<file path="src/rtl/fetch_redirect_if.sv">
// Bundle of the fetch unit's EX-side, hazard and instruction-memory signals.
// The perf counter outputs exist only when FETCH_PERF_CNT_EN is defined.
interface fetch_redirect_if #(
  parameter int AW = 8
);
  logic          EXPCSel;
  logic [AW-1:0] EXPCWire;
  logic          stall;
  logic [7:0]    imem_data;
  logic [AW-1:0] imem_addr;
  logic [AW-1:0] PCwire;
  logic [7:0]    IR1;
  logic [7:0]    IR2;
  logic [7:0]    IR3;
  logic [2:0]    valid;
  logic          refilling;
`ifdef FETCH_PERF_CNT_EN
  logic [7:0]    redirect_cnt;
  logic [7:0]    bubble_cnt;
`endif

  modport slave (
    input  EXPCSel, EXPCWire, stall, imem_data,
    output imem_addr, PCwire, IR1, IR2, IR3, valid, refilling
`ifdef FETCH_PERF_CNT_EN
    , output redirect_cnt, bubble_cnt
`endif
  );

  modport master (
    output EXPCSel, EXPCWire, stall, imem_data,
    input  imem_addr, PCwire, IR1, IR2, IR3, valid, refilling
`ifdef FETCH_PERF_CNT_EN
    , input redirect_cnt, bubble_cnt
`endif
  );
endinterface

</file>
<file path="src/rtl/fetch_redirect_unit.sv">
// Front-end PC owner and IR1->IR2->IR3 pipe with branch-redirect squash and refill tracking.
// Optional FETCH_PERF_CNT_EN adds saturating redirect/bubble counters.
module fetch_redirect_unit #(
  parameter int            AW       = 8,
  parameter logic [7:0]    NOP_INSN = 8'h0A,
  parameter logic [AW-1:0] RESET_PC = '0
) (
  input  logic              clock,
  input  logic              reset,
  fetch_redirect_if.slave   bus
);

  localparam logic [0:0] RUN    = 1'b0;
  localparam logic [0:0] REFILL = 1'b1;

  logic [AW-1:0] pc_p0;
  logic [7:0]    ir_p1, ir_p2, ir_p3;
  logic          vld_p1, vld_p2, vld_p3;
  logic [0:0]    state;
  logic [1:0]    refill_cnt;
  logic          redirect, advance;

  function automatic logic [7:0] sat_inc(input logic [7:0] v);
    return (v == 8'hFF) ? v : v + 8'd1;
  endfunction

  assign redirect = ~bus.EXPCSel;
  assign advance  = bus.EXPCSel & ~bus.stall;

  always_ff @(posedge clock) begin
    if (reset) begin
      pc_p0      <= RESET_PC;
      ir_p1      <= NOP_INSN;
      ir_p2      <= NOP_INSN;
      ir_p3      <= NOP_INSN;
      vld_p1     <= 1'b0;
      vld_p2     <= 1'b0;
      vld_p3     <= 1'b0;
      state      <= REFILL;
      refill_cnt <= 2'd0;
    end else if (redirect) begin
      // Wrong-path instructions die here even if a stall is pending.
      pc_p0      <= bus.EXPCWire;
      ir_p1      <= NOP_INSN;
      ir_p2      <= NOP_INSN;
      ir_p3      <= NOP_INSN;
      vld_p1     <= 1'b0;
      vld_p2     <= 1'b0;
      vld_p3     <= 1'b0;
      state      <= REFILL;
      refill_cnt <= 2'd0;
    end else if (bus.stall) begin
      // PC and IR1/IR2 freeze together so PCwire stays aligned to IR3's successor.
      ir_p3      <= NOP_INSN;
      vld_p3     <= 1'b0;
    end else begin
      pc_p0      <= pc_p0 + {{(AW-1){1'b0}}, 1'b1};
      ir_p1      <= bus.imem_data;
      ir_p2      <= ir_p1;
      ir_p3      <= ir_p2;
      vld_p1     <= 1'b1;
      vld_p2     <= vld_p1;
      vld_p3     <= vld_p2;
      if (state == REFILL) begin
        if (refill_cnt == 2'd2) state <= RUN;
        else                    refill_cnt <= refill_cnt + 2'd1;
      end
    end
  end

  assign bus.imem_addr = pc_p0;
  assign bus.PCwire    = pc_p0;
  assign bus.IR1       = ir_p1;
  assign bus.IR2       = ir_p2;
  assign bus.IR3       = ir_p3;
  assign bus.valid     = {vld_p3, vld_p2, vld_p1};
  assign bus.refilling = (state == REFILL);

`ifdef FETCH_PERF_CNT_EN
  logic [7:0] redirect_cnt_q, bubble_cnt_q;

  always_ff @(posedge clock) begin
    if (reset) begin
      redirect_cnt_q <= 8'd0;
      bubble_cnt_q   <= 8'd0;
    end else if (redirect) begin
      redirect_cnt_q <= sat_inc(redirect_cnt_q);
    end else if (bus.stall) begin
      bubble_cnt_q   <= sat_inc(bubble_cnt_q);
    end
  end

  assign bus.redirect_cnt = redirect_cnt_q;
  assign bus.bubble_cnt   = bubble_cnt_q;
`else
  logic unused_fn;
  assign unused_fn = ^sat_inc(8'd0) & advance;
`endif

endmodule

</file>
<file path="src/flat_wrapper.sv">
// flat-port wrapper written by rule: the top's interface ports become plain ports
module fetch_redirect_unit_flat 
#(
  parameter int            AW       = 8,
  parameter logic [7:0]    NOP_INSN = 8'h0A,
  parameter logic [AW-1:0] RESET_PC = '0
)
  (clock, reset, bus_EXPCSel, bus_EXPCWire, bus_stall, bus_imem_data, bus_imem_addr, bus_PCwire, bus_IR1, bus_IR2, bus_IR3, bus_valid, bus_refilling);
  fetch_redirect_if #(.AW(AW)) bus_i ();
  input  logic clock;
  input  logic reset;
  input wire logic [$bits(bus_i.EXPCSel)-1:0] bus_EXPCSel;
  input wire logic [$bits(bus_i.EXPCWire)-1:0] bus_EXPCWire;
  input wire logic [$bits(bus_i.stall)-1:0] bus_stall;
  input wire logic [$bits(bus_i.imem_data)-1:0] bus_imem_data;
  output wire logic [$bits(bus_i.imem_addr)-1:0] bus_imem_addr;
  output wire logic [$bits(bus_i.PCwire)-1:0] bus_PCwire;
  output wire logic [$bits(bus_i.IR1)-1:0] bus_IR1;
  output wire logic [$bits(bus_i.IR2)-1:0] bus_IR2;
  output wire logic [$bits(bus_i.IR3)-1:0] bus_IR3;
  output wire logic [$bits(bus_i.valid)-1:0] bus_valid;
  output wire logic [$bits(bus_i.refilling)-1:0] bus_refilling;
  assign bus_i.EXPCSel = bus_EXPCSel;
  assign bus_i.EXPCWire = bus_EXPCWire;
  assign bus_i.stall = bus_stall;
  assign bus_i.imem_data = bus_imem_data;
  assign bus_imem_addr = bus_i.imem_addr;
  assign bus_PCwire = bus_i.PCwire;
  assign bus_IR1 = bus_i.IR1;
  assign bus_IR2 = bus_i.IR2;
  assign bus_IR3 = bus_i.IR3;
  assign bus_valid = bus_i.valid;
  assign bus_refilling = bus_i.refilling;
  fetch_redirect_unit #(.AW(AW), .NOP_INSN(NOP_INSN), .RESET_PC(RESET_PC)) u_core (.clock(clock), .reset(reset), .bus(bus_i));
endmodule
</file>
<file path="config.mk">
export PLATFORM = sky130hd
export DESIGN_NAME = fetch_redirect_unit_flat
export DESIGN_NICKNAME = d
export VERILOG_FILES = /design/src/rtl/fetch_redirect_if.sv /design/src/rtl/fetch_redirect_unit.sv /design/src/flat_wrapper.sv
export SDC_FILE = /design/constraint.sdc
export NUM_CORES = 1
export LEC_CHECK = 0
export CORE_ASPECT_RATIO = 0.9
export CORE_UTILIZATION = 45
export CTS_BUF_LIST = sky130_fd_sc_hd__clkbuf_16
export DETAILED_ROUTE_END_ITERATION = 10
export HOLD_SLACK_MARGIN = 0.08
export PLACE_DENSITY_LB_ADDON = 0.05
export SYNTH_ARGS = -nofsm -noshare
export SYNTH_HDL_FRONTEND = slang
export SYNTH_SLANG_ARGS = --single-unit
</file>
<file path="constraint.sdc">
create_clock -name clock -period 3 [get_ports clock]
set_clock_uncertainty 0.2 [all_clocks]
set_input_delay 0.6 -clock clock [delete_from_list [all_inputs] [get_ports clock]]
set_output_delay 0.6 -clock clock [all_outputs]
set_load 0.02 [all_outputs]
</file>
==> flow_summary.ini, run 1 <==
[layout]
fin_nets = 232
area_growth_pct = 48.5
insertedDiodeCount = 0
drive_gt1_share_pct = 6.64
instances_no_fill = 253
final_area_um2 = 2270
finish.utilization_pct = 72.5

[timing]
setup_violations = 0
fin_crit_sh_pct = 73.1
setup_ws_ns = 0.808
rsz0062_at_grt = false
slew_headroom_pct = 65.2
slew_violations = 0
worst_pin_slew_ns = 0.522
whs_ns = 0.264
period_needed_ns = 2.19
fin_tns_setup_ns = 0
fmax_mhz = 456
hold_viol_final = 0

[power_and_ir_drop]
finalPower_mw = 1.18
p_clk_share_pct = 41.0
p_sw_uw = 273
ir_worst_vdd_mv = 0.450
power.share.switching_pct = 23.2
p_leak_nw = 0.888
power_density_nw_per_um2 = 518
pwr-share-comb_pct = 13.3
internal-power_uw = 904
p_seq_share_pct = 45.6

[floorplanning]
pin_count = 64
fp.dieH_um = 57.3
coreArea_um2 = 3140
std_cell_rows = 19
start_util_pct = 48.8
die_w_um = 63.5
dieArea_um2 = 3640

[synthesis]
synth-seq-area-share_pct = 49.7
synth_top_flop_cell = dfxtp_1
async_flop_share_pct = 0
synth_edf_count = 0
synth-seq-cells = 38
syn_avg_cell_area_um2 = 9.94
syn_nets = 176
netlist_instances = 154
yosysWarnings = 0
netlist_area_um2 = 1530
yosysUniqueCellTypes = 30

[route]
first_iter_violations = 69
wl_um = 3210
viasPerCell = 4.96
wl_per_cell_um = 12.7
drc = 0
antenna_left = 0
vias = 1254
first_pass_iters = 4

[setup_path]
start_kind = flip-flop
reg2reg_to = u_core.bus.PCwire[6]
path_max_fanout = 6
setup.worst_path.end = bus_imem_addr[0]
arrival_ns = 1.39
crit_chain = clkdlybuf4s50_1
path_buf_inv = 1
critical_path_depth = 1
required_ns = 2.20
setup.worst_path.start = u_core.bus.PCwire[0]
timing.rr.start = u_core.bus.PCwire[0]
reg2reg_depth = 4
critPathTopFamily = buffers and inverters
r2r_slack_ns = 1.36
cpPeakStageDelay_ns = 0.66
worst-setup-path-type = reg2out
end_kind = output port
slowest_stage = clkdlybuf4s50_1

[global_routing]
overflow = 0
grt_use_total_pct = 19.0
grt_pass1_wl_um = 5350
grt_pass1_vias = 1171
grt_antenna_before_repair = 0
grt_start_max_net_pins = 19

[place]
hpwl_um = 2300
portBuffers = 63
dp_cells = 245
place_ws_ns = 0.577
place_area_um2 = 2140
gp_congestion = 0.795

[clocking]
cts.sinks = 38
postCtsHoldBufs = 0
htree_levels = 2
cts_max_path_buffers = 2
clk_latency_ns = 0.27
clkTransAtPathRegs_ns = 0.06
cts_setup_buffers = 0
cts-root-buf = clkbuf_16
ctsResizeCount = 0
numCtsBuffers = 5
cts_tree = done

[hold_path]
hp-class = reg2reg

[flow_run]
maxCapViolCount = 0

[outcome]
outcome = finished clean
-- worst min-delay path by stage --
stage / depth (start not counted) / endpoint / from
final: 1 / u_core.bus.IR3[1] / u_core.bus.IR2[1]
after global placement: 2 / u_core.vld_p1 / u_core.vld_p1
after global routing: 1 / u_core.bus.IR3[1] / u_core.bus.IR2[1]
after detailed placement: 1 / u_core.bus.IR3[1] / u_core.bus.IR2[1]
after floorplan: 2 / u_core.vld_p1 / u_core.vld_p1
after CTS: 2 / u_core.vld_p1 / u_core.vld_p1
-- synthesized netlist by cell type, types with 3 or more instances --
cell type	n	share of area (%)
inv_1	4	0.98
o21ai_0	3	0.98
nor2b_1	3	1.2
buf_4	12	5.9
dfxtp_1	38	50
nand2_1	6	1.5
clkbuf_1	6	1.5
o211ai_1	3	1.5
nor2_1	21	5.1
a211oi_1	4	2.0
and2_1	7	2.9
mux2i_1	19	12
-- final cells by class --
type	count	area [um2]
Inverter	4	15.0
Fill cell	251	863
Sequential cell	38	761
Clock inverter	3	12.5
Clock buffer	5	125
Multi-Input combinational cell	92	633
Tap cell	42	52.6
Timing Repair Buffer	69	676
-- registers in the layout (all words and copies together), names as in the netlist --
name,count
u_core.bus.IR1,8
u_core.bus.IR2,8
u_core.bus.IR3,8
u_core.bus.PCwire,8
u_core.refill_cnt,2
u_core.bus.refilling,1
u_core.vld_p1,1
u_core.vld_p2,1
u_core.vld_p3,1
-- cells in the final DEF, fill, tap and decap left out, drive strengths merged, types with 2 or more instances in the layout --
cell type      instances
clkinv                 2
nor2b                  3
a211oi                 4
nand4b                 2
nor2                  21
inv                    5
nor3b                  2
o21ai                  3
a31oi                  2
buf                    6
and2                   7
clkbuf                 5
xnor2                  2
nand2                  6
mux2i                 19
or4                    2
dfxtp                 38
nand2b                 2
clkdlybuf4s50         63
ha                     2
xor2                   2
or3                    2
o211ai                 4
a311oi                 2
-- cell families (layout without fill, tap and decap cells) --
family / after synthesis / count (layout) / synth area share, %
AOI/OAI and AO/OA: 16 / 16 / 7.52
DFF: 38 / 38 / 49.7
xor gates and xnor gates: 4 / 4 / 2.29
buffers and inverters: 24 / 81 / 8.99
adders and majority gates: 2 / 2 / 1.63
and+or+nand+nor: 51 / 51 / 17.5
muxes: 19 / 19 / 12.4
-- power groups by stage --
stage               Sequential [mW]  Combinational, mW  Clock, mW
floorplan                     0.560             0.0759          0
global placement              0.547              0.154          0
detailed placement            0.548              0.157          0
CTS                           0.537              0.158      0.493
global route                  0.540              0.168      0.515
finish                        0.537              0.157      0.483
-- routing by layer --
layer / routed length [um] / up-vias / track usage [%]
met4: 19 / 0 / 5.52
met5: 0 / - / 0
met3: 267 / 5 / 7.60
met2: 1550 / 50 / 31.9
li1: - / 621 / -
met1: 1370 / 578 / 22.4
Note: power is estimated with default switching activity, not from simulation.
==> run 2: changes to the inputs <==
--- a/config.mk
+++ b/config.mk
@@ -6,7 +6,7 @@
 export NUM_CORES = 1
 export LEC_CHECK = 0
 export CORE_ASPECT_RATIO = 0.9
-export CORE_UTILIZATION = 45
+export CORE_UTILIZATION = 42
 export CTS_BUF_LIST = sky130_fd_sc_hd__clkbuf_16
 export DETAILED_ROUTE_END_ITERATION = 10
 export HOLD_SLACK_MARGIN = 0.08
==> constraint.sdc (replaced) <==
create_clock -name clock -period 2.1 [get_ports clock]
set_clock_uncertainty 0.2 [all_clocks]
set_input_delay 0.42 -clock clock [delete_from_list [all_inputs] [get_ports clock]]
set_output_delay 0.42 -clock clock [all_outputs]
set_load 0.02 [all_outputs]
==> flow_summary.ini, run 2 (synthesis gave the netlist of run 1 again) <==
[outcome]
outcome = finished clean

[floorplanning]
dieArea_um2 = 3890
std_cell_rows = 20
start_util_pct = 44.7
pin_count = 64
fp.dieH_um = 59.3
die_w_um = 65.7
coreArea_um2 = 3430

[hold_path]
min_from = u_core.bus.IR2[1]
hp-class = reg2reg

[route]
first_pass_iters = 4
wl_um = 3150
viasPerCell = 4.82
antenna_left = 0
vias = 1249
wl_per_cell_um = 12.2
first_iter_violations = 41
drc = 0

[clocking]
cts_max_path_buffers = 2
ctsResizeCount = 0
clk_latency_ns = 0.27
cts_tree = done
cts.sinks = 38
cts-root-buf = clkbuf_16
postCtsHoldBufs = 0
cts_setup_buffers = 0
numCtsBuffers = 5
clkTransAtPathRegs_ns = 0.05
htree_levels = 2

[setup_path]
start_kind = flip-flop
cpPeakStageDelay_ns = 0.65
required_ns = 1.48
setup.worst_path.start = u_core.bus.PCwire[2]
worst-setup-path-type = reg2out
r2r_slack_ns = 0.49
slowest_stage = clkdlybuf4s50_1
path_max_fanout = 7
arrival_ns = 1.37
crit_chain = clkdlybuf4s50_1
timing.rr.start = u_core.bus.PCwire[0]
path_buf_inv = 1
critPathTopFamily = buffers and inverters
end_kind = output port

[power_and_ir_drop]
p_leak_nw = 0.906
power_density_nw_per_um2 = 729
ir_worst_vdd_mv = 0.556
finalPower_mw = 1.68

[global_routing]
grt_antenna_before_repair = 0
overflow = 0
grt_use_total_pct = 17.6
grt_pass1_vias = 1209
grt_pass1_wl_um = 5100
grt_start_max_net_pins = 19

[layout]
fin_nets = 236
fill_cells = 278
final_cell_mix = clkdlybuf4s50_1 (63), dfxtp_1 (38), nor2_1 (21)
instances_no_fill = 259
drive_gt1_share_pct = 8.37
final_area_um2 = 2310
regArea_um2 = 761
insertedDiodeCount = 0
area_growth_pct = 50.7
multiInputGateArea_um2 = 633
final_common_cell = clkdlybuf4s50_1

[timing]
setup_violations = 0
setup_ws_ns = 0.112
slew_headroom_pct = 70.5
worst_pin_slew_ns = 0.442
slew_violations = 0
fin_tns_setup_ns = 0
rsz0062_at_grt = false
hold_viol_final = 0
period_needed_ns = 1.99
fin_crit_sh_pct = 94.7
fmax_mhz = 503

[flow_run]
maxCapViolCount = 0

[place]
gp_congestion = 0.780
hpwl_um = 2360
dp_cells = 251
place_ws_ns = -0.0541
place_area_um2 = 2170
portBuffers = 63
run 2: metrics by stage:
step                hold slack, ns  util [%]
finish                       0.261      67.3
global route                 0.292      67.3
CTS                          0.266      67.3
detailed placement           0.254      63.3
global placement             0.245      63.3
floorplan                    0.243         -
run 2: final cells by class:
cell class	count	share of cell area, %
sequential	38	33.0
timing repair buffer	73	30.6
multi-input combinational	92	27.4
clock buffer	5	5.42
tap	44	2.39
inverter	4	0.651
clock inverter	3	0.542
run 2: power by group:
part | leakage (nW) | internal [mW] | switching, mW
Combinational | 0.524 | 0.124 | 0.103
Sequential | 0.310 | 0.743 | 0.0239
Clock | 0.0724 | 0.428 | 0.261
Total | 0.906 | 1.30 | 0.388
run 2: final timing paths:
kind,depth (start not counted),to
setup / recovery,1,bus_imem_addr[2]
hold / removal,1,u_core.bus.IR3[1]
setup reg to reg,4,u_core.bus.PCwire[6]
hold reg to reg,1,u_core.bus.IR3[1]
run 2: routing by layer:
| layer | track usage, % | part of all wire (%) |
|---|---|---|
| met5 | 0 | 0 |
| met4 | 8.39 | 1.3 |
| met3 | 5.96 | 5.2 |
| met2 | 29.4 | 50 |
| met1 | 20.3 | 43 |
run 2: worst register-to-register path: cells and delay by family, from the launching register on:
kind / cells / cell delay, ns
buffers and inverters: 1 / 0.08
and+or+nand+nor: 1 / 0.51
DFF: 1 / 0.43
adders and majority gates: 1 / 0.21
AOI/OAI and AO/OA: 1 / 0.10
